File: src/rtl/fsm_pkg.sv
// Shared types and limits for the rd/ws/ds read-handshake responder.
package fsm_pkg;

  typedef enum logic [1:0] {
    IDLE   = 2'd0,
    SAMPLE = 2'd1,
    ARM    = 2'd2
  } resp_state_t;

  localparam int WAIT_MAX = 15;
  localparam int WAIT_W   = 4;

endpackage

File: src/rtl/rd_resp_fifo.sv
// Synchronous word FIFO feeding the read responder; pointers wrap modulo DEPTH.
module rd_resp_fifo #(
  parameter int DW    = 8,
  parameter int DEPTH = 4
) (
  input  logic                       clk,
  input  logic                       rst,
  input  logic                       i_push,
  input  logic [DW-1:0]              i_wdata,
  input  logic                       i_pop,
  output logic [DW-1:0]              o_head,
  output logic [$clog2(DEPTH+1)-1:0] o_count,
  output logic                       o_full,
  output logic                       o_empty
);

  localparam int AW = $clog2(DEPTH);
  localparam int LW = $clog2(DEPTH+1);

  logic [DW-1:0] r_mem [DEPTH];
  logic [AW-1:0] r_wr_ptr;
  logic [AW-1:0] r_rd_ptr;
  logic [LW-1:0] r_count;
  logic          w_do_push;
  logic          w_do_pop;

  assign o_full    = (r_count == LW'(DEPTH));
  assign o_empty   = (r_count == '0);
  assign o_count   = r_count;
  assign o_head    = r_mem[r_rd_ptr];
  assign w_do_push = i_push && !o_full;
  assign w_do_pop  = i_pop && !o_empty;

  // Storage is not reset; a cleared count makes stale words unreachable.
  always_ff @(posedge clk) begin
    if (w_do_push) begin
      r_mem[r_wr_ptr] <= i_wdata;
    end
  end

  always_ff @(posedge clk or posedge rst) begin
    if (rst) begin
      r_wr_ptr <= '0;
      r_rd_ptr <= '0;
      r_count  <= '0;
    end else begin
      if (w_do_push) r_wr_ptr <= r_wr_ptr + AW'(1);
      if (w_do_pop)  r_rd_ptr <= r_rd_ptr + AW'(1);
      case ({w_do_push, w_do_pop})
        2'b10:   r_count <= r_count + LW'(1);
        2'b01:   r_count <= r_count - LW'(1);
        default: r_count <= r_count;
      endcase
    end
  end

endmodule

File: src/rtl/fsm_read_responder.sv
// Target-side responder: answers each initiator DLY sample with a registered ws,
// releasing one FIFO word on rdata once the wait count expires and data exists.
module fsm_read_responder
  import fsm_pkg::*;
#(
  parameter int DW     = 8,
  parameter int DEPTH  = 4,
  parameter int WAIT_N = 0
) (
  input  logic                       clk,
  input  logic                       rst,
  input  logic                       rd,
  output logic                       ws,
  output logic [DW-1:0]              rdata,
  input  logic                       wvalid,
  input  logic [DW-1:0]              wdata,
  output logic                       wready,
  output logic [$clog2(DEPTH+1)-1:0] level,
  output logic                       proto_err
);

  localparam int                LW        = $clog2(DEPTH+1);
  localparam logic [WAIT_W-1:0] WAIT_INIT = WAIT_W'(WAIT_N);

  resp_state_t       r_state, w_state_nxt;
  logic              r_ws, w_ws_nxt;
  logic [DW-1:0]     r_rdata, w_rdata_nxt;
  logic [WAIT_W-1:0] r_wait_cnt, w_cnt_nxt, w_cnt_eval;
  logic              r_proto_err, w_err_nxt;
  logic              w_eval, w_release, w_pop;
  logic              w_full, w_empty;
  logic [DW-1:0]     w_head;
  logic [LW-1:0]     w_count;

  rd_resp_fifo #(.DW(DW), .DEPTH(DEPTH)) u_fifo (
    .clk     (clk),
    .rst     (rst),
    .i_push  (wvalid),
    .i_wdata (wdata),
    .i_pop   (w_pop),
    .o_head  (w_head),
    .o_count (w_count),
    .o_full  (w_full),
    .o_empty (w_empty)
  );

  assign wready    = !w_full;
  assign level     = w_count;
  assign ws        = r_ws;
  assign rdata     = r_rdata;
  assign proto_err = r_proto_err;

  // The first READ cycle evaluates against a freshly loaded WAIT_N count.
  assign w_cnt_eval = (r_state == IDLE) ? WAIT_INIT : r_wait_cnt;
  assign w_release  = (w_cnt_eval == '0) && !w_empty;

  always_comb begin
    w_state_nxt = r_state;
    w_ws_nxt    = r_ws;
    w_rdata_nxt = r_rdata;
    w_cnt_nxt   = r_wait_cnt;
    w_err_nxt   = r_proto_err;
    w_pop       = 1'b0;
    w_eval      = 1'b0;
    case (r_state)
      IDLE: begin
        w_ws_nxt = 1'b1;
        if (rd) begin
          w_eval      = 1'b1;
          w_state_nxt = SAMPLE;
        end else begin
          w_state_nxt = IDLE;
        end
      end
      SAMPLE: begin
        if (!rd) begin
          w_err_nxt   = 1'b1;
          w_ws_nxt    = 1'b1;
          w_state_nxt = IDLE;
        end else if (!r_ws) begin
          w_pop       = 1'b1;
          w_ws_nxt    = 1'b1;
          w_state_nxt = IDLE;
        end else begin
          w_state_nxt = ARM;
        end
      end
      ARM: begin
        if (!rd) begin
          w_err_nxt   = 1'b1;
          w_ws_nxt    = 1'b1;
          w_state_nxt = IDLE;
        end else begin
          w_eval      = 1'b1;
          w_state_nxt = SAMPLE;
        end
      end
      default: begin
        w_ws_nxt    = 1'b1;
        w_state_nxt = IDLE;
      end
    endcase
    if (w_eval) begin
      if (w_release) begin
        w_ws_nxt    = 1'b0;
        w_rdata_nxt = w_head;
        w_cnt_nxt   = w_cnt_eval;
      end else begin
        w_ws_nxt  = 1'b1;
        w_cnt_nxt = (w_cnt_eval != '0) ? (w_cnt_eval - WAIT_W'(1)) : '0;
      end
    end else begin
      w_cnt_nxt = w_cnt_nxt;
    end
  end

  always_ff @(posedge clk or posedge rst) begin
    if (rst) begin
      r_state     <= IDLE;
      r_ws        <= 1'b1;
      r_rdata     <= '0;
      r_wait_cnt  <= '0;
      r_proto_err <= 1'b0;
    end else begin
      r_state     <= w_state_nxt;
      r_ws        <= w_ws_nxt;
      r_rdata     <= w_rdata_nxt;
      r_wait_cnt  <= w_cnt_nxt;
      r_proto_err <= w_err_nxt;
    end
  end

endmodule

File: config.mk
export PLATFORM = sky130hd
export DESIGN_NAME = fsm_read_responder
export DESIGN_NICKNAME = d
export VERILOG_FILES = /design/src/rtl/fsm_pkg.sv /design/src/rtl/rd_resp_fifo.sv /design/src/rtl/fsm_read_responder.sv
export SDC_FILE = /design/constraint.sdc
export NUM_CORES = 1
export LEC_CHECK = 0
export ABC_AREA = 1
export CAP_MARGIN = 20
export CORE_MARGIN = 1
export CORE_UTILIZATION = 50
export CTS_CLUSTER_SIZE = 24
export DETAILED_ROUTE_END_ITERATION = 7
export PLACE_DENSITY = 0.81
export SYNTH_ARGS = -nofsm -noshare
export SYNTH_HDL_FRONTEND = slang
export SYNTH_SLANG_ARGS = --single-unit
File: constraint.sdc
create_clock -name clk -period 2.2 [get_ports clk]
set_input_delay 0.44 -clock clk [delete_from_list [all_inputs] [get_ports clk]]
set_output_delay 0.44 -clock clk [all_outputs]
set_load 0.05 [all_outputs]
==> impl_results.md <==
- Final period util: 0.943
- H-tree depth: 2
- DP Worst Slack: -0.0708 ns
- Worst vdd ir: 648 µV
- Row cnt: 25
- Minimum clock period: 2.08 ns
- Register area share after synthesis: 0.600
- Max_slew headroom: 0.524
- Type of the tightest min-delay check: flop to flop
- Routed Antenna Nets: 0
- Synth Net Count: 279
- Antenna violations before repair: 0
- Port bufs: 25
- Layout cells sized above 1: 0.119
- P per Cell Area: 1280 mW/mm²
- Setup ws final: 0.125 ns
- Hold WS: 0.461 ns
- Ports: 26
- Crit-path max cell delay: 0.79 ns
- Routability cong.: 0.731
- Area delta synth->final: 19.8%
- DRT Pass-1 Iters: 4
- Core area: 0.00482 mm²
- Worst Path Buf+Inv: 1
- Vias per cell: 4.71
- CP Data Required Time: 1.76 ns
- Clock Tree Buf Depth: 2
- F_max: 482 MHz
- Chip width: 73.6 µm
- CP Class: flop to output port
- Yosys warning total: 0
- RSZ-0062 raised after global routing: no
- Final hold vios: 0
- Critical Path End Type: output port
- Total Power Consumption: 3940 µW
- Status: finished, final reports clean
- Final Skew: 0.00949 ns
- Hold-fix buffers at CTS: 0
- Final std cells w/o fill: 362
- Detailed Route Iter0 Violations: 84
- MaxCap Viol Count: 0
- Crit-path max FO: 2
- Die area: 0.00542 mm²
- Crit path max-delay family: buffers and inverters
- Vias in the first global route: 1681
- CP Launch Point: ws$_DFFE_PP1P_
- Number of diodes: 0
- Post-Syn Area: 0.00256 mm²
- Synth Register Bits: 55
- Routed WL per cell: 12.0 µm
- CTS Sinks: 55
- Hold Startpoint: proto_err$_DFFE_PP0P_
- Area share of the largest cell type after synthesis: 0.375
- Largest cells by area after synthesis: edfxtp_1 (38%), dfrtp_1 (21%), nand2_1 (11%)
- Reg-to-reg startpoint: r_state[1]$_DFF_PP0_
- Final net count: 316
- Slowest cell on the critical path: clkdlybuf4s50_1
- Setup violations, final: 0
- Clk_lat worst skew: 0.31 ns
- Pleak: 0.00147 µW
- Worst Tran Pin Value: 0.714 ns
- Clock Pin Slew Worst Setup and Hold Paths: 0.09 ns
- Crit-path cells: clkdlybuf4s50_1
- Gr usage total: 0.184
- Worst Path Arrival: 1.64 ns
- CTS tree: built
- Type of origin of the critical path: flop
- Global-route wire length before repair: 7.16 mm
- DP Wirelength: 3.01 mm
- Cell variety after synth: 27
- GRT Residual Overflow: 0
- Largest net degree at the start of global routing: 24
- Placed Cells: 354
- Total CTS buffers: 5
- Starting Density: 0.532
- Fin. max-slew vios: 0
- Die Ht: 73.6 µm
- Setup TNS: 0 ns
- DRT Wirelength: 4.36 mm
- DRC Markers: 0
- Final-layout fill cell count: 408
- Mean Syn Cell Area: 9.97 µm²
- Leading area contributor after synthesis: edfxtp_1
- CTS root buffer: clkbuf_8
- Syn Inst Count: 257
- Vias: 1705
registers in the layout, summed over array words and instances (netlist names):
signal,flops
r_state,2
u_fifo.r_rd_ptr,2
r_wait_cnt,4
u_fifo.r_wr_ptr,2
proto_err,1
ws,1
u_fifo.r_mem,32
rdata,8
u_fifo.o_count,3
cells in the mapped netlist (all sizes together):
cell type and number:
nand2 77, inv 54, edfxtp 32, nand3 28
dfrtp 22, nor2 12, ha 9, o21ai 6
buf 5, a21oi 2, nand4 2, xnor2 2
xor2 2, a21o 1, dfstp 1, fa 1
o21a 1
placed cells by master (no fill, tap or decap), types with 2 or more instances in the layout:
| master | instances |
|---|---|
| a21oi_1 | 2 |
| buf_4 | 10 |
| bufinv_16 | 2 |
| clkbuf_8 | 5 |
| clkdlybuf4s50_1 | 24 |
| dfrtp_1 | 19 |
| dfrtp_2 | 3 |
| edfxtp_1 | 32 |
| ha_1 | 9 |
| inv_1 | 52 |
| nand2_1 | 72 |
| nand2_2 | 5 |
| nand3_1 | 26 |
| nor2_1 | 10 |
| o21ai_0 | 4 |
| o21ai_2 | 2 |
| xnor2_1 | 2 |
| xor2_1 | 2 |
final timing paths:
kind	to	depth (start not counted)	slack [ns]
worst min register to register	proto_err$_DFFE_PP0P_	1	0.46
worst max-delay path	ws	1	0.12
max in group asynchronous	ws$_DFFE_PP1P_	3	1.43
min in group asynchronous	u_fifo.o_count[1]$_DFFE_PP0P_	3	0.47
worst max register to register	u_fifo.o_count[2]$_DFFE_PP0P_	10	0.23
worst min-delay path	proto_err$_DFFE_PP0P_	1	0.46
kinds of logic after synthesis:
kind of cell | Yosys count | share of synthesized area
and+or+nand+nor | 119 | 0.208
adders and majority gates | 10 | 0.0518
buffers and inverters | 59 | 0.102
xor gates and xnor gates | 4 | 0.0137
DFF | 55 | 0.600
AOI/OAI and AO/OA | 10 | 0.0244
metal layers:
metal,track usage,wire length (µm)
met2,0.327,2310
met5,0,0
met3,0.0412,208
met4,0.0855,82
met1,0.211,1760
area by class of cell:
cell class              instances  area [µm²]  area share
multi-input cells             143         777       0.253
flip-flops and latches         55        1540       0.502
repair buffers                 35         328       0.107
inverters                      54         208      0.0676
clock buffers                   6        72.6      0.0236
well taps                      67        83.8      0.0273
clock inverters                 2        60.1      0.0196
power by group:
group          switching [µW]  internal (µW)
clock                     311            455
sequential                205           1370
combinational            1040            558
total                    1560           2390
what timing repair did:
action | CTS | global route
buffers inserted | 0 | 0
resized for setup | 0 | 1
setup endpoints to repair | 0 | 1
metrics by stage:
| stage | utilization | cell area (µm²) |
|---|---|---|
| floorplan | - | 2580 |
| global placement | 0.609 | 2940 |
| detailed placement | 0.609 | 2940 |
| CTS | 0.637 | 3070 |
| global route | 0.637 | 3070 |
| finish | 0.637 | 3070 |
Power figures use the tool's default switching activity.
